[config.mk]
export PLATFORM = sky130hd
export DESIGN_NAME = hazard_ctrl
export DESIGN_NICKNAME = d
export VERILOG_FILES = /design/src/rtl/common_pkg.sv /design/src/rtl/hazard_ctrl_reg_scoreboard.sv /design/src/rtl/hazard_ctrl.sv
export SDC_FILE = /design/constraint.sdc
export NUM_CORES = 1
export LEC_CHECK = 0
export ABC_AREA = 1
export BUFFER_PORTS_ARGS = -buffer_cell sky130_fd_sc_hd__buf_2
export CORE_MARGIN = 1.5
export CORE_UTILIZATION = 55
export DETAILED_ROUTE_END_ITERATION = 6
export GPL_TIMING_DRIVEN = 0
export PLACE_DENSITY = 0.93
export SYNTH_ARGS = -nofsm -noshare
export SYNTH_HDL_FRONTEND = slang
export SYNTH_SLANG_ARGS = --single-unit
[constraint.sdc]
create_clock -name clk -period 2.4 [get_ports clk]
set_clock_uncertainty 0.1 [all_clocks]
set_input_delay 0.36 -clock clk [delete_from_list [all_inputs] [get_ports clk]]
set_output_delay 0.36 -clock clk [all_outputs]
set_load 0.02 [all_outputs]
[src/rtl/common_pkg.sv]
// Shared pipeline definitions: hazard FSM state encoding and the NOP word
// that pipeline registers load on a bubble or flush.
package common;

  typedef enum logic [1:0] {
    RUN   = 2'd0,
    STALL = 2'd1,
    FLUSH = 2'd2
  } hazard_state_type;

  // addi x0, x0, 0
  localparam logic [31:0] NOP_INSTRUCTION = 32'h0000_0013;

  localparam int NUM_REGS = 32;
  localparam int REG_W    = 5;

endpackage

[src/rtl/hazard_ctrl_reg_scoreboard.sv]
// reg_scoreboard: pending-write bit per architectural register with two
// combinational lookup ports. A clear on the same register in the same cycle
// masks the lookup, since the writeback value is on the bypass path.
module reg_scoreboard
  import common::*;
(
  input  logic                        clk,
  input  logic                        reset_n,
  input  logic                        set_en,
  input  logic [REG_W-1:0]            set_idx,
  input  logic                        clr_en,
  input  logic [REG_W-1:0]            clr_idx,
  input  logic [1:0][REG_W-1:0]       rd_idx,
  output logic [1:0]                  rd_pend,
  output logic [NUM_REGS-1:0]         bits
);

  // x0 is never written, so it can never be pending
  assign bits[0] = 1'b0;

  for (genvar r = 1; r < NUM_REGS; r++) begin : g_reg
    // set wins over clear so a new producer on the released register sticks
    always_ff @(posedge clk or negedge reset_n) begin
      if (!reset_n)
        bits[r] <= 1'b0;
      else if (set_en && set_idx == REG_W'(r))
        bits[r] <= 1'b1;
      else if (clr_en && clr_idx == REG_W'(r))
        bits[r] <= 1'b0;
    end
  end

  for (genvar p = 0; p < 2; p++) begin : g_port
    assign rd_pend[p] = bits[rd_idx[p]] & ~(clr_en && clr_idx == rd_idx[p]);
  end

endmodule

[src/rtl/hazard_ctrl.sv]
// hazard_ctrl: decode-stage hazard detection and IF/ID, ID/EX sequencing for
// the 5-stage core. Load-use, mul/div scoreboard and mispredict recovery.
// Optional stall watchdog is built when HAZARD_WATCHDOG_EN is defined.
module hazard_ctrl
  import common::*;
#(
  parameter int FLUSH_CYCLES = 1,
  parameter int WD_LIMIT     = 64
) (
  input  logic              clk,
  input  logic              reset_n,
  input  logic              id_valid,
  input  logic [4:0]        id_rs1,
  input  logic [4:0]        id_rs2,
  input  logic              id_use_rs1,
  input  logic              id_use_rs2,
  input  logic [4:0]        id_rd,
  input  logic              id_muldiv,
  input  logic [4:0]        ex_rd,
  input  logic              ex_mem_read,
  input  logic              md_done,
  input  logic [4:0]        md_rd,
  input  logic              mispredict,
  output logic              pc_stall,
  output logic              if_id_stall,
  output logic              id_ex_bubble,
  output logic              if_id_flush,
  output logic              md_busy,
  output logic [31:0]       scoreboard,
  output logic              wd_error
);

  localparam int CNT_W = $clog2(FLUSH_CYCLES + 2);

  hazard_state_type   state, state_nxt;
  logic [CNT_W-1:0]   fcnt, fcnt_nxt;
  logic               lu, sb, mdq, hazard, issue, md_issue;
  logic [1:0]         pend;

  reg_scoreboard u_sb (
    .clk     (clk),
    .reset_n (reset_n),
    .set_en  (md_issue && id_rd != 5'd0),
    .set_idx (id_rd),
    .clr_en  (md_done),
    .clr_idx (md_rd),
    .rd_idx  ({id_rs2, id_rs1}),
    .rd_pend (pend),
    .bits    (scoreboard)
  );

  // hazard terms; a mul/div writeback this cycle frees both the register and
  // the unit, so dependent or queued work proceeds in the done cycle
  always_comb begin
    lu = id_valid && ex_mem_read && ex_rd != 5'd0 &&
         ((id_use_rs1 && id_rs1 == ex_rd) || (id_use_rs2 && id_rs2 == ex_rd));
    sb = id_valid && ((id_use_rs1 && pend[0]) || (id_use_rs2 && pend[1]));
    mdq = id_valid && id_muldiv && md_busy && !md_done;
    hazard = lu || sb || mdq;
  end

  // pipeline controls; mispredict outranks hazards, FLUSH suppresses stalls
  always_comb begin
    pc_stall     = 1'b0;
    if_id_stall  = 1'b0;
    id_ex_bubble = 1'b0;
    if_id_flush  = 1'b0;
    if (reset_n) begin
      if (mispredict || state == FLUSH) begin
        if_id_flush  = 1'b1;
        id_ex_bubble = 1'b1;
      end else if (hazard) begin
        pc_stall     = 1'b1;
        if_id_stall  = 1'b1;
        id_ex_bubble = 1'b1;
      end
    end
    issue    = id_valid && !pc_stall && !if_id_flush && reset_n;
    md_issue = issue && id_muldiv;
  end

  // FSM next state; the flush counter holds the remaining FLUSH cycles
  always_comb begin
    state_nxt = state;
    fcnt_nxt  = fcnt;
    if (mispredict) begin
      state_nxt = (FLUSH_CYCLES == 0) ? RUN : FLUSH;
      fcnt_nxt  = CNT_W'(FLUSH_CYCLES);
    end else begin
      case (state)
        RUN:   if (hazard) state_nxt = STALL;
        STALL: if (!hazard) state_nxt = RUN;
        FLUSH: begin
          if (fcnt <= CNT_W'(1)) begin
            state_nxt = RUN;
            fcnt_nxt  = '0;
          end else begin
            fcnt_nxt = fcnt - CNT_W'(1);
          end
        end
        default: state_nxt = RUN;
      endcase
    end
  end

  // state and flush counter registers
  always_ff @(posedge clk or negedge reset_n) begin
    if (!reset_n) begin
      state <= RUN;
      fcnt  <= '0;
    end else begin
      state <= state_nxt;
      fcnt  <= fcnt_nxt;
    end
  end

  // one outstanding mul/div; survives mispredicts since it predates the branch
  always_ff @(posedge clk or negedge reset_n) begin
    if (!reset_n)
      md_busy <= 1'b0;
    else if (md_issue)
      md_busy <= 1'b1;
    else if (md_done)
      md_busy <= 1'b0;
  end

`ifdef HAZARD_WATCHDOG_EN
  localparam int WD_W = $clog2(WD_LIMIT + 1);
  logic [WD_W-1:0] wd_cnt;

  // counts consecutive stall cycles, saturating; error is sticky to reset
  always_ff @(posedge clk or negedge reset_n) begin
    if (!reset_n) begin
      wd_cnt   <= '0;
      wd_error <= 1'b0;
    end else if (pc_stall) begin
      if (wd_cnt != WD_W'(WD_LIMIT))
        wd_cnt <= wd_cnt + WD_W'(1);
      if (wd_cnt == WD_W'(WD_LIMIT - 1))
        wd_error <= 1'b1;
    end else begin
      wd_cnt <= '0;
    end
  end
`else
  assign wd_error = 1'b0;
`endif

endmodule

Yosys cells after proc, flatten, opt, wreduce, memory -nomap -nowiden
Cells that the tools add are included.

word-level totals
  flip-flop bits (word level) = 36
  output and inout bits = 38
  logic and storage cells = 321

operators by class
  add/subtract/negate cells = 1
  order comparisons = 3
  equality and inequality tests = 71
  muxes and demuxes = 83
  bitwise logic cells = 4
  reductions and logical operators = 125

operators with widths
  kind                                                                               count
  5-bit == test (second input constant)                                              32
  5-bit by 4-bit == test with 1-bit output (second input constant)                   16
  1-bit logical AND                                                                  80
  1-bit 2-to-1 mux                                                                   73
  2-bit nonzero test                                                                 33
  5-bit by 3-bit == test with 1-bit output (second input constant)                   8
  5-bit by 2-bit == test with 1-bit output (second input constant)                   4
  5-bit == test                                                                      4
  2-bit 2-to-1 mux                                                                   7
  5-bit by 6-bit < comparator with 1-bit output (second input constant)              2
  1-bit binary-select mux with 5-bit select                                          2
  5-bit by 1-bit == test with 1-bit output (second input constant)                   2
  5-bit nonzero test                                                                 2
  3-bit != test (second input constant)                                              2
  2-bit case mux with 3 select lines                                                 1
  1-bit logical OR                                                                   5
  1-bit zero test                                                                    3
  3-bit by 2-bit != test with 1-bit output (second input constant)                   1
  3-bit AND reduction                                                                1
  1-bit AND                                                                          2
  2-bit by 1-bit == test with 1-bit output (second input constant)                   1
  2-bit == test (second input constant)                                              1
  2-bit by 1-bit less-or-equal comparator with 1-bit output (second input constant)  1
  2-bit zero test                                                                    1
  2 further kinds                                                                    3

Logic depth before layout (Yosys ltp)
  depth after elaboration = 20
  gate-level depth with buffers = 14
  mapped depth without buffers = 14

By module
A second synthesis with hierarchy kept.

second synthesis, totals
  cells, all modules = 490
  area, all modules = 2,841.5 um2

modules (own cells, without submodules)
  module          instances  cells an instance  area an instance (um2)  sequential area each (um2)
  reg_scoreboard  1          389                2,298.5                 775.7
  hazard_ctrl     1          101                543.0                   125.1

Least setup slack after synthesis
Ideal clock, no wire load.

  path kind = input to output
  from = in id_rs2[2]
  to = out pc_stall
  data arrival time = 1.826 ns
  path slack = 0.114 ns
  stages = 14
  path buffers = 2
  cell sequence = buf_2 -> inv_2 -> o21ai_0 -> nor2_1 -> nand3_1 -> nand2_1 -> clkinv_1 -> nand3_1 -> nand2_2 -> nand2_4 -> nand2_1 -> nand2_1 -> nor2_1 -> buf_4

between the ends
  longest elaborated chain between the ends = 12
  elaborated cells between the ends (all ways) = 18
  classes of those cells = 2 x eq/ne; 5 x mux; 2 x bitwise; 9 x reduce/logical

RTL lines
  element                                                                                            RTL line           source
  start, declared                                                                                    hazard_ctrl.sv:14  input logic [4:0] id_rs2,
  parallel branches: the longest is 7 deep, another holds 1-bit binary-select mux with 5-bit select  --
  1-bit logical OR * (2 in a row)                                                                    hazard_ctrl.sv:59  hazard = lu || sb || mdq;
  1-bit 2-to-1 mux * (3 in a row)                                                                    --
  end, declared                                                                                      hazard_ctrl.sv:24  output logic pc_stall,

Mark *: on every way between the ends. The select of a mux whose other input is x is not followed.

Worst setup path in the final report
  from = reg u_sb.bits[20]
  to = out pc_stall

between the ends
  longest elaborated chain between the ends = 11
  elaborated cells between the ends (all ways) = 15
  classes of those cells = 7 x mux; 2 x bitwise; 6 x reduce/logical

RTL lines
  element                                    RTL line                          source
  start, declared                            hazard_ctrl_reg_scoreboard.sv:15  output logic [NUM_REGS-1:0] bits
  start signal, assigned by index            hazard_ctrl_reg_scoreboard.sv:25  bits[r] <= 1'b0;
  start signal, assigned by index            hazard_ctrl_reg_scoreboard.sv:27  bits[r] <= 1'b1;
  start signal, assigned by index            hazard_ctrl_reg_scoreboard.sv:29  bits[r] <= 1'b0;
  1-bit binary-select mux with 5-bit select  hazard_ctrl_reg_scoreboard.sv:34  assign rd_pend[p] = bits[rd_idx[p]] & ~(clr_en && clr_idx == rd_idx[p]);
  1-bit 2-to-1 mux (not written as such)     hazard_ctrl_reg_scoreboard.sv:34
  1-bit AND                                  hazard_ctrl_reg_scoreboard.sv:34
  1-bit logical AND                          hazard_ctrl.sv:57                 sb = id_valid && ((id_use_rs1 && pend[0]) || (id_use_rs2 && pend[1]));
  1-bit logical OR *                         hazard_ctrl.sv:57
  1-bit logical AND *                        hazard_ctrl.sv:57
  1-bit logical OR * (2 in a row)            hazard_ctrl.sv:59
  1-bit 2-to-1 mux *                         hazard_ctrl.sv:72                 end else if (hazard) begin
  1-bit 2-to-1 mux *                         hazard_ctrl.sv:69                 if (mispredict || state == FLUSH) begin
  1-bit 2-to-1 mux *                         hazard_ctrl.sv:68                 if (reset_n) begin

Every way passes the cells marked *; elsewhere a longest branch is shown, timed or not. The select of a mux whose other input is x is not followed.

==> flow_summary.ini <==
[power]
power.clock.fraction = 0.267
share_comb_of_total_power = 0.329
power_leakage_uw = 0.00237
power_density_nw_per_um2 = 439
worst_ir_drop_vdd_mv = 0.484
netSwitchingPower_uw = 616
sequentialPowerShare = 0.404
sw_frac_of_total = 0.367
intPower_uw = 1060

[place]
portBuffers = 68
preCtsSetupSlack_ps = -207
detailed_place.area_um2 = 3540
gp_congestion = 0.986
place_hpwl_mm = 7.81

[route]
met3RoutedLength_mm = 1.28
routed_wl_mm = 11.1
wl_per_cell_um = 16.7
vias = 3900
highest-signal-layer = met4
vias_per_cell = 5.86
drt_iter0_drc = 453
firstDrtPassIters = 5
m1WireLength_mm = 4.01
total_met2_wirelength_after_detailed_routing_mm = 5.33
drcViolationCount = 0
antenna_violating_nets_post_route = 0

[worst_setup_path]
startpoint_type = register
setup.worst_path.class = register to primary output
timing.critical_path.max_delay_family = simple AND/OR/NAND/NOR gates
crit_buf_inv = 2
cp_common_cell = sky130_fd_sc_hd__nand3_1
slowest_delay_ps = 410
timing.critical_path.required_ps = 1940
critical_path_peak_fanout = 3
cp_slowest_cell = sky130_fd_sc_hd__dfrtp_1
critical_path.endpoint_type = primary output
worstPathArrival_ps = 1970
crit_chain = or2_1 > nand3_1 > nand3_1 > nand3_1 > nand3_1 > nand3_1 > nand2_2 > nand2_4 > nand2_4 > nand2_4 > nor2_4 > buf_4 > buf_6

[status]
violated_checks = hold timing, setup timing
status = finished, violations left

[clock_network]
cts_hold_buf = 0
clkLatencyLatePin_ps = 290
clockRootBuffer = sky130_fd_sc_hd__clkbuf_8
ctsLongestPathBuffers = 2
cts.clk_slew.worst_paths_ps = 70
ctsHtreeMaxLevel = 2
cts_tree = built
numClockSinks = 36
cts_buffers = 5

[timing]
final.setup.worst_slack_ps = -29.7
slew_headroom = 0.602
timing_worst_slew_pin_value_ps = 597
period_minus_ws_final_ps = 2430
drv_slew = 0
timing.final.crit_share = 1.01
finalHoldViolCount = 36
hold-worst-slack_ps = -31.5
rsz_0062_raised_after_global_routing = yes
max_clock_freq_mhz = 412
report.final.setup_viol = 2

[logic_synthesis]
postSynthAreaPerCell_um2 = 6.14
yosys.cell_types.count = 32
synthesis.area_um2 = 3110
netlist_instances = 506
ys_seq_elements = 36
synth_warnings = 0
synth-seq-area-share = 0.290

[min_path]
hold_path.class = input port to async pin

[global_route]
grt_overflow_total = 0
maximum_number_of_pins_on_one_net_before_global_route_repair = 39
grtUsageTotal = 0.349
grt_antenna_before_repair = 0
via_count_of_the_first_global_routing_pass = 3536
first_pass_grt_wire_length_mm = 16.7

[floorplan]
die_span_in_y_um = 78.2
start_util = 0.568
ios = 72
design.core.area_um2 = 5470
die-width_um = 78.2
die_area_um2 = 6110
num_rows = 27

[cells_and_area]
final_layout_size_suffix_gt1_frac = 0.241
inserted_diodes = 0
syn_to_final_growth_pct = 22.7
finish.instance_area_um2 = 3810
nets = 627

[run]
cap_viol_max_count = 0
per-layer routing:
metal  vias to the layer above  track usage
met1                      1754        0.424
li1                       1768            -
met3                        53       0.0512
met2                       325        0.596
met5                         -            0
met4                         0        0.184
kinds of logic (layout without fill, tap and decap cells):
logic type / count (synthesis) / count (layout) / synth area share
DFF: 36 / 36 / 0.290
AOI/OAI and AO/OA: 63 / 63 / 0.132
buffers and inverters: 113 / 200 / 0.154
xor gates and xnor gates: 1 / 1 / 0.00282
and+or+nand+nor: 292 / 292 / 0.420
other: 1 / 2 / 0.00121
cells in the mapped netlist:
library cell,instances,area share
sky130_fd_sc_hd__o21bai_1,27,0.065
sky130_fd_sc_hd__o31ai_1,2,0.0048
sky130_fd_sc_hd__buf_6,1,0.0036
sky130_fd_sc_hd__o21ai_0,9,0.014
sky130_fd_sc_hd__o21ai_1,2,0.0032
sky130_fd_sc_hd__nand4_1,3,0.0060
sky130_fd_sc_hd__clkbuf_1,4,0.0048
sky130_fd_sc_hd__o22ai_1,7,0.014
sky130_fd_sc_hd__a21boi_0,1,0.0024
sky130_fd_sc_hd__nand3_1,67,0.11
sky130_fd_sc_hd__nor2_1,63,0.076
sky130_fd_sc_hd__o211a_1,1,0.0032
sky130_fd_sc_hd__conb_1,1,0.0012
sky130_fd_sc_hd__buf_4,6,0.014
sky130_fd_sc_hd__a21oi_1,12,0.019
sky130_fd_sc_hd__inv_2,9,0.011
sky130_fd_sc_hd__dfrtp_1,36,0.29
sky130_fd_sc_hd__nand4_2,10,0.040
sky130_fd_sc_hd__o211ai_1,1,0.0024
sky130_fd_sc_hd__nand2_1,141,0.17
sky130_fd_sc_hd__nor3_4,1,0.0052
sky130_fd_sc_hd__nand2_2,1,0.0020
sky130_fd_sc_hd__o311ai_1,1,0.0028
sky130_fd_sc_hd__inv_1,84,0.10
sky130_fd_sc_hd__nor3_1,3,0.0048
sky130_fd_sc_hd__buf_12,1,0.0064
sky130_fd_sc_hd__nor2_2,1,0.0020
sky130_fd_sc_hd__buf_2,7,0.011
sky130_fd_sc_hd__or2_1,1,0.0020
sky130_fd_sc_hd__xor2_1,1,0.0028
sky130_fd_sc_hd__nand2_4,1,0.0036
sky130_fd_sc_hd__clkinv_1,1,0.0012
power groups by stage:
stage	Clock (µW)	Combinational, µW	Sequential (µW)
after detailed placement	0	498	686
after floorplan	0	279	726
after global placement	0	486	686
final	448	551	677
after CTS	446	512	675
after global routing	474	596	679
state kept, by name (all words and copies together) (netlist names):
register   flops
fcnt           2
md_busy        1
state          2
u_sb.bits     31
path summary, 6_finish.rpt:
kind	from	to	slack (ps)	cells after the start
worst min register to register	fcnt[0]$_DFFE_PN0N_	fcnt[0]$_DFFE_PN0N_	390	1
min in group clk	mispredict	state[1]$_DFFE_PN0P_	230	3
max in group asynchronous	reset_n	u_sb.bits[6]$_DFFE_PN0P_	1850	1
worst max-delay path	u_sb.bits[20]$_DFFE_PN0P_	pc_stall	-30	13
worst min-delay path	reset_n	u_sb.bits[8]$_DFFE_PN0P_	-30	1
worst max register to register	u_sb.bits[20]$_DFFE_PN0P_	u_sb.bits[26]$_DFFE_PN0P_	310	13
layout make-up:
class / instances / area, µm²
multi-input cells: 358 / 1800
fillers: 486 / 1660
flip-flops and latches: 36 / 901
repair buffers: 79 / 438
inverters: 94 / 357
plain buffers: 19 / 136
well taps: 72 / 90.1
clock buffers: 6 / 82.6
clock inverters: 2 / 10.0
cells in the final DEF (no fill, tap or decap), types with 3 or more instances in the layout:
cell type / n
sky130_fd_sc_hd__nand2_1: 139
sky130_fd_sc_hd__inv_1: 77
sky130_fd_sc_hd__buf_2: 68
sky130_fd_sc_hd__nor2_1: 62
sky130_fd_sc_hd__nand3_1: 60
sky130_fd_sc_hd__dfrtp_1: 36
sky130_fd_sc_hd__o21bai_1: 27
sky130_fd_sc_hd__buf_4: 19
sky130_fd_sc_hd__inv_2: 15
sky130_fd_sc_hd__a21oi_1: 11
sky130_fd_sc_hd__nand4_2: 10
sky130_fd_sc_hd__o21ai_0: 9
sky130_fd_sc_hd__nand3_2: 7
sky130_fd_sc_hd__o22ai_1: 7
sky130_fd_sc_hd__clkbuf_8: 6
sky130_fd_sc_hd__clkbuf_1: 4
sky130_fd_sc_hd__clkbuf_4: 3
sky130_fd_sc_hd__buf_6: 3
sky130_fd_sc_hd__nor3_1: 3
sky130_fd_sc_hd__nand2_4: 3
sky130_fd_sc_hd__nand4_1: 3
what timing repair did:
action                                  in CTS  in global routing
endpoints found under the setup margin       3                 13
buffers inserted                             3                  8
gates resized for setup                      8                 23
pin swaps                                    2                  6
per-stage QoR:
stage	setup TNS [ps]	cells	util	total power (µW)
2_1_floorplan	0	507	-	1000
3_3_place_gp	-930	647	0.647	1170
3_5_place_dp	-2030	647	0.647	1180
4_1_cts	0	658	0.674	1630
5_1_grt	-290	666	0.697	1750
6_report	-53.7	666	0.697	1680
(Power assumes the default switching activity.)
